## config.mk

```make
export PLATFORM = sky130hd
export DESIGN_NAME = dlx_decode
export DESIGN_NICKNAME = d
export VERILOG_FILES = /design/src/rtl/dlx_pkg.sv /design/src/rtl/dlx_hazard.sv /design/src/rtl/dlx_decode.sv
export SDC_FILE = /design/constraint.sdc
export NUM_CORES = 1
export LEC_CHECK = 0
export ABC_AREA = 0
export BUFFER_PORTS_ARGS = -buffer_cell sky130_fd_sc_hd__buf_4
export CAP_MARGIN = 10
export CORE_MARGIN = 8
export CORE_UTILIZATION = 43
export DETAILED_ROUTE_END_ITERATION = 8
export GPL_TIMING_DRIVEN = 0
export HOLD_SLACK_MARGIN = 0.15
export PLACE_DENSITY_LB_ADDON = 0.3
export SLEW_MARGIN = 20
export SYNTH_ARGS = -nofsm -noshare
export SYNTH_HDL_FRONTEND = slang
export SYNTH_SLANG_ARGS = --single-unit
```

## constraint.sdc

```tcl
create_clock -name clk -period 2.1 [get_ports clk]
set_clock_uncertainty 0.15 [all_clocks]
set_input_delay 0.21 -clock clk [delete_from_list [all_inputs] [get_ports clk]]
set_output_delay 0.21 -clock clk [all_outputs]
set_load 0.05 [all_outputs]
```

## src/rtl/dlx_pkg.sv

```systemverilog
// Shared opcodes, instruction field positions and the ID/EX control record for the DLX decode stage.
package dlx_pkg;

  localparam logic [5:0] OP_RTYPE = 6'h00;
  localparam logic [5:0] OP_J     = 6'h02;
  localparam logic [5:0] OP_JAL   = 6'h03;
  localparam logic [5:0] OP_BEQZ  = 6'h04;
  localparam logic [5:0] OP_BNEZ  = 6'h05;
  localparam logic [5:0] OP_ANDI  = 6'h0C;
  localparam logic [5:0] OP_ORI   = 6'h0D;
  localparam logic [5:0] OP_XORI  = 6'h0E;
  localparam logic [5:0] OP_LHI   = 6'h0F;
  localparam logic [5:0] OP_JR    = 6'h12;
  localparam logic [5:0] OP_LD_LO = 6'h20;
  localparam logic [5:0] OP_LD_HI = 6'h25;
  localparam logic [5:0] OP_SB    = 6'h28;
  localparam logic [5:0] OP_SH    = 6'h29;
  localparam logic [5:0] OP_SW    = 6'h2B;

  localparam int OP_MSB   = 31, OP_LSB   = 26;
  localparam int RS1_MSB  = 25, RS1_LSB  = 21;
  localparam int RS2_MSB  = 20, RS2_LSB  = 16;
  localparam int RDR_MSB  = 15, RDR_LSB  = 11;
  localparam int RDI_MSB  = 20, RDI_LSB  = 16;
  localparam int FUNC_MSB = 5,  FUNC_LSB = 0;
  localparam int IMM_MSB  = 15, JOFF_MSB = 25;

  localparam logic [4:0] LINK_REG = 5'd31;

  // Operands live outside this record so their width can follow XLEN.
  typedef struct packed {
    logic [31:0] pc;
    logic [5:0]  op;
    logic [5:0]  func;
    logic [31:0] imm;
    logic [4:0]  rd;
    logic        wen;
    logic        load;
  } idex_t;

endpackage

```

## src/rtl/dlx_hazard.sv

```systemverilog
// Operand bypass selection and decode stall generation.
// DLX_FWD_EN enables the MEM-stage bypass; without it any pending write to a read source stalls.
module dlx_hazard #(
  parameter int XLEN = 32
) (
  input  logic [4:0]      rs1_i,
  input  logic [4:0]      rs2_i,
  input  logic            use_rs2_i,
  input  logic [XLEN-1:0] s1_i,
  input  logic [XLEN-1:0] s2_i,
  input  logic            mem_wen_i,
  input  logic [4:0]      mem_rd_i,
  input  logic [XLEN-1:0] mem_res_i,
  input  logic            wb_i,
  input  logic [4:0]      wb_rd_i,
  input  logic [XLEN-1:0] wb_data_i,
  input  logic            id_valid_i,
  input  logic            id_load_i,
  input  logic            id_wen_i,
  input  logic [4:0]      id_rd_i,
  output logic [XLEN-1:0] op_a_o,
  output logic [XLEN-1:0] op_b_o,
  output logic            stall_o
);

  logic [1:0][4:0]      src;
  logic [1:0][XLEN-1:0] rf;
  logic [1:0][XLEN-1:0] op;

  assign src = {rs2_i, rs1_i};
  assign rf  = {s2_i, s1_i};

  // Later assignments win, so the order below is lowest to highest priority.
  always_comb begin
    op = rf;
    for (int i = 0; i < 2; i++) begin
      if (wb_i && wb_rd_i == src[i]) op[i] = wb_data_i;
`ifdef DLX_FWD_EN
      if (mem_wen_i && mem_rd_i == src[i]) op[i] = mem_res_i;
`endif
      if (src[i] == 5'd0) op[i] = '0;
    end
  end

  assign op_a_o = op[0];
  assign op_b_o = op[1];

`ifdef DLX_FWD_EN
  assign stall_o = id_valid_i && id_load_i && id_wen_i &&
                   (id_rd_i == rs1_i || (use_rs2_i && id_rd_i == rs2_i));
`else
  logic [1:0] pend;
  logic       unused_fwd;

  always_comb begin
    pend = '0;
    for (int i = 0; i < 2; i++)
      pend[i] = src[i] != 5'd0 &&
                ((id_valid_i && id_wen_i && id_rd_i == src[i]) ||
                 (mem_wen_i && mem_rd_i == src[i]));
  end

  assign stall_o    = pend[0] || (use_rs2_i && pend[1]);
  assign unused_fwd = ^{mem_res_i, id_load_i};
`endif

endmodule

```

## src/rtl/dlx_decode.sv

```systemverilog
// DLX decode stage: field split, immediate/rd/write-enable decode and the ID/EX register.
// Build option DLX_FWD_EN selects MEM-stage bypassing (see dlx_hazard).
module dlx_decode
  import dlx_pkg::*;
#(
  parameter int XLEN = 32
) (
  input  logic            clk,
  input  logic            rst_n,
  input  logic            if_valid,
  input  logic [31:0]     if_instr,
  input  logic [31:0]     if_pc,
  output logic            id_ready,
  output logic [4:0]      Rs1,
  output logic [4:0]      Rs2,
  input  logic [XLEN-1:0] S1,
  input  logic [XLEN-1:0] S2,
  input  logic            mem_wen,
  input  logic [4:0]      mem_rd,
  input  logic [XLEN-1:0] mem_res,
  input  logic            WB,
  input  logic [4:0]      Rd,
  input  logic [XLEN-1:0] reg_s,
  input  logic            flush,
  input  logic            ex_ready,
  output logic            id_valid,
  output logic [31:0]     id_pc,
  output logic [5:0]      id_op,
  output logic [5:0]      id_func,
  output logic [XLEN-1:0] id_a,
  output logic [XLEN-1:0] id_b,
  output logic [31:0]     id_imm,
  output logic [4:0]      id_rd,
  output logic            id_wen,
  output logic            id_load
);

  logic [5:0]      op;
  logic            is_store, use_rs2, stall;
  idex_t           dec, ctl_d, ctl_q;
  logic            valid_d, valid_q;
  logic [XLEN-1:0] op_a, op_b, a_d, a_q, b_d, b_q;

  assign op       = if_instr[OP_MSB:OP_LSB];
  assign Rs1      = if_instr[RS1_MSB:RS1_LSB];
  assign Rs2      = if_instr[RS2_MSB:RS2_LSB];
  assign is_store = op inside {OP_SB, OP_SH, OP_SW};
  assign use_rs2  = (op == OP_RTYPE) || is_store;

  always_comb begin
    dec    = '0;
    dec.pc = if_pc;
    dec.op = op;
    if (op == OP_RTYPE) begin
      dec.rd   = if_instr[RDR_MSB:RDR_LSB];
      dec.func = if_instr[FUNC_MSB:FUNC_LSB];
    end else if (op == OP_JAL) begin
      dec.rd = LINK_REG;
    end else begin
      dec.rd = if_instr[RDI_MSB:RDI_LSB];
    end
    case (op)
      OP_ANDI, OP_ORI, OP_XORI: dec.imm = {16'h0, if_instr[IMM_MSB:0]};
      OP_LHI:                   dec.imm = {if_instr[IMM_MSB:0], 16'h0};
      OP_J, OP_JAL:             dec.imm = {{6{if_instr[JOFF_MSB]}}, if_instr[JOFF_MSB:0]};
      default:                  dec.imm = {{16{if_instr[IMM_MSB]}}, if_instr[IMM_MSB:0]};
    endcase
    dec.wen  = !(is_store || op inside {OP_BEQZ, OP_BNEZ, OP_J, OP_JR}) && dec.rd != 5'd0;
    dec.load = op >= OP_LD_LO && op <= OP_LD_HI;
  end

  dlx_hazard #(.XLEN(XLEN)) u_hazard (
    .rs1_i      (Rs1),
    .rs2_i      (Rs2),
    .use_rs2_i  (use_rs2),
    .s1_i       (S1),
    .s2_i       (S2),
    .mem_wen_i  (mem_wen),
    .mem_rd_i   (mem_rd),
    .mem_res_i  (mem_res),
    .wb_i       (WB),
    .wb_rd_i    (Rd),
    .wb_data_i  (reg_s),
    .id_valid_i (valid_q),
    .id_load_i  (ctl_q.load),
    .id_wen_i   (ctl_q.wen),
    .id_rd_i    (ctl_q.rd),
    .op_a_o     (op_a),
    .op_b_o     (op_b),
    .stall_o    (stall)
  );

  // Flush always accepts so fetch can move on; the instruction is simply dropped.
  assign id_ready = flush || (!stall && (!valid_q || ex_ready));

  always_comb begin
    valid_d = valid_q;
    ctl_d   = ctl_q;
    a_d     = a_q;
    b_d     = b_q;
    if (flush) begin
      valid_d = 1'b0;
    end else if (if_valid && id_ready) begin
      valid_d = 1'b1;
      ctl_d   = dec;
      a_d     = op_a;
      b_d     = op_b;
    end else if (!valid_q || ex_ready) begin
      valid_d = 1'b0;
    end
  end

  always_ff @(posedge clk or negedge rst_n) begin
    if (!rst_n) begin
      valid_q <= 1'b0;
      ctl_q   <= '0;
      a_q     <= '0;
      b_q     <= '0;
    end else begin
      valid_q <= valid_d;
      ctl_q   <= ctl_d;
      a_q     <= a_d;
      b_q     <= b_d;
    end
  end

  assign id_valid = valid_q;
  assign id_pc    = ctl_q.pc;
  assign id_op    = ctl_q.op;
  assign id_func  = ctl_q.func;
  assign id_a     = a_q;
  assign id_b     = b_q;
  assign id_imm   = ctl_q.imm;
  assign id_rd    = ctl_q.rd;
  assign id_wen   = ctl_q.wen;
  assign id_load  = ctl_q.load;

endmodule

```

==> PnR_summary.wiki <==
{| class="wikitable"
! Metric !! Value
|-
| Outcome || finished, violations left
|-
| Violated checks || setup timing
|-
| IO Pins || 368
|-
| Width of the chip || 151.1 µm
|-
| Cells after Synth || 642
|-
| Commonest non-fill, non-tap cell in the layout || buf_4
|-
| Core Box Area || 17960 µm²
|-
| Static Leak || 6.644 nW
|-
| Post-synthesis share of cell area spent on full adders, half adders and majority gates || 0%
|-
| Yosys warning count || 0
|-
| Worst-case hold slack || 98.89 ps
|-
| Maximum resistive drop on vdd || 0.0006827 V
|-
| Type of element launching the critical path || register
|-
| Most frequent cells in the layout || buf_4, dlygate4sd3_1, dfrtp_1
|-
| Worst Path Max Fanout || 9
|-
| Post-Synth XOR/XNOR Area || 3.460%
|-
| GRT Total Usage || 26.91%
|-
| Effective utilization at floorplan || 43.69%
|-
| Layout-stage area growth over the synthesis result || 69.15%
|-
| Worst setup slack for register-to-register paths || -270 ps
|-
| Longest Clk Path Bufs || 2
|-
| Tightest slew margin relative to the limit || 60.30%
|-
| Routed WL || 32820 µm
|-
| Slew at the pin with the worst max-slew slack || 580.5 ps
|-
| Largest net degree at the start of global routing || 75
|-
| Clock-pin slew of the registers on the worst-case setup and hold paths || 70 ps
|-
| TritonCTS buffer count || 17
|-
| Cell area after synthesis || 7848 µm²
|-
| Post-Place Cell Area || 10680 µm²
|-
| Required @ worst endpoint || 2250 ps
|-
| Sum of overflow across all layers after global routing || 0
|-
| Reg-to-reg critical path endpoint || id_b[1]
|-
| Final critical-path share of the clock period || 113.0%
|-
| Deepest level of the CTS H-tree || 4
|-
| Dominant combinational cell family by area after synthesis || multiplexers
|-
| Worst-skew pair later-pin latency || 420 ps
|-
| Vias in the first global route || 7995
|-
| RR Startpoint || id_rd[0]
|-
| Arrival time of the worst setup path || 2520 ps
|-
| Mean instance size in the synthesized netlist || 12.22 µm²
|-
| Time the final worst path needs with I/O delays and setup || 2373 ps
|-
| Final count of negative-setup-slack endpoints || 149
|-
| Hold Vio Cnt, Final || 0
|-
| Length of the first detailed-routing pass in iterations || 5
|-
| Total Neg Setup Slack || -27960 ps
|-
| Antenna violations before repair || 2
|-
| Root buf cell || clkbuf_16
|-
| Final Util || 73.89%
|-
| Classification of the worst setup path || reg -> reg
|-
| Simple-Gate Fraction of Synth Area || 7.446%
|-
| Hold/Removal Path Class || in -> reg
|-
| Via-per-instance ratio || 5.170
|-
| DIE AREA || 22830 µm²
|-
| # Max-Cap Violations || 0
|-
| Via count || 7269
|-
| Global-route wire length before repair || 46850 µm
|-
| Sequential cell area fraction in the yosys report || 47.19%
|-
| TritonCTS clock tree || built
|-
| Synthesized flop and latch total || 148
|-
| Final #Nets || 1370
|-
| Placed wire-length estimate after detailed placement || 20610 µm
|-
| Total DRC errors in the routed layout || 0
|-
| Startpoint of the worst hold path || if_instr[18]
|-
| Iteration-0 DRC count of the detailed router || 375
|-
| Pwr Density || 909.6 nW/µm²
|-
| Fraction of layout instances using a drive strength above 1 || 46.25%
|-
| Average wire length per cell after detail routing || 23.34 µm
|-
| R2r worst-path depth || 8
|-
| Worst setup margin || -273.4 ps
|-
| Post-synth net total || 851
|-
| Unrepaired setup endpoints after global routing || yes
|-
| Number of cells on the worst hold path || 3
|-
| Clock sink total || 148
|-
| CP Capture Type || register
|-
| Count of nets left with antenna violations after detail routing || 0
|-
| Height of the die || 151.1 µm
|-
| Final Max Slew Viols || 0
|-
| Multiplexer fraction of the synthesized cell area || 32.91%
|-
| Tot Pwr || 12.07 mW
|-
| Count of port buffers added during placement || 329
|-
| Post-synthesis compound-gate area fraction || 3.157%
|-
| Timing-limited maximum frequency || 421.3 MHz
|-
| Number of rows created at floorplan || 49
|-
| Endpoint, Worst Hold || id_rd[2]
|-
| Fin area || 13270 µm²
|-
| RePlAce Congestion || 0.8236
|-
| Count of unique library cells instantiated by Yosys || 39
|}
cell families after synthesis:
group	after synthesis
muxes	211
DFF	148
and+or+nand+nor	132
buffers and inverters	86
AOI/OAI and AO/OA	34
xor gates and xnor gates	31
layer usage:
metal  up-vias  GRT usage, %  wire [µm]  share of wire (%)
li1       3240             -          -                  -
met2       366         47.43      16650                 51
met3        89         7.111       2530                7.7
met5         -             0          0                  0
met1      3574         30.35      12260                 37
met4         0         10.98       1374                4.2
registers in the layout, summed over array words and instances, names as in the netlist:
signal	count
id_rd	5
id_op	6
id_b	32
id_valid	1
id_imm	32
id_pc	32
id_load	1
id_func	6
id_a	32
id_wen	1
what timing repair did:
action | in CTS | in global routing
cloned | 0 | 10
hold buffers | 154 | 0
endpoints found under the hold margin | 241 | 0
pin swaps | 4 | 1
gates resized for setup | 19 | 32
endpoints found under the setup margin | 149 | 149
buffers inserted | 3 | 4
critical path: stages, from the launching register on:
cell	delay, ps
dfrtp_2	410
xor2_1	150
nor4_2	300
nand4_1	130
a21o_1	220
nand4_4	170
clkbuf_16	240
clkbuf_16	170
mux2_4	310
cell usage after synthesis (all sizes together):
cell / number / area (µm²)
buf: 36 / 270.3
clkbuf: 17 / 63.81
o22ai: 4 / 25.02
a32oi: 1 / 8.760
nand2b: 2 / 12.51
a31oi: 1 / 6.260
nor2b: 1 / 6.260
inv: 33 / 123.9
and3: 7 / 43.79
nor4: 5 / 31.28
a21oi: 9 / 45.04
o22a: 1 / 8.760
a21o: 2 / 15.01
nand3: 5 / 25.02
nor2: 77 / 296.5
mux2i: 96 / 960.9
dfrtp: 148 / 3704
mux2: 115 / 1622
a221o: 9 / 90.09
o31ai: 1 / 7.510
a31o: 1 / 8.760
or4: 2 / 18.77
xnor2: 15 / 131.4
nand4: 4 / 31.28
and2: 1 / 6.260
xor2: 16 / 140.1
o21ai: 3 / 15.01
nand2: 25 / 93.84
a2111oi: 1 / 8.760
o31a: 1 / 8.760
nor3: 2 / 10.01
nand4b: 1 / 8.760
where the power goes:
part	total, mW	internal (mW)	leakage [nW]	switching (mW)
Clock	3.06	1.70	0.278	1.36
Combinational	5.23	2.04	4.61	3.19
Sequential	3.79	3.41	1.75	0.376
worst max path at each step:
stage                 endpoint  slack [ps]  cells past startpoint    startpoint
floorplan             id_rd[4]        -180                      8      id_rd[2]
detailed placement  id_imm[10]        -710                      9  if_instr[18]
global placement      id_rd[4]        -740                      9  if_instr[19]
finish                 id_b[1]        -270                      8      id_rd[0]
CTS                   id_ready        -260                      6      id_rd[1]
global route           id_b[1]        -360                      8      id_rd[0]
through the flow:
| step | setup WS [ps] | instances |
|---|---|---|
| 6_report | -273.4 | 1406 |
| 5_1_grt | -357.3 | 1405 |
| 4_1_cts | -264.4 | 1391 |
| 3_5_place_dp | -710.2 | 1202 |
| 2_1_floorplan | -178.1 | 642 |
| 3_3_place_gp | -738.8 | 1200 |
area by class of cell:
cell class / count / area, µm²
sequential: 148 / 3709
buffer: 51 / 451.7
fill: 1167 / 4690
inverter: 33 / 123.9
antenna: 3 / 7.507
clock buffer: 18 / 439.2
tap: 229 / 286.5
timing repair buffer: 502 / 4407
multi-input combinational: 408 / 3709
clock inverter: 14 / 141.4
No activity file was read; power rests on OpenSTA's default activity.
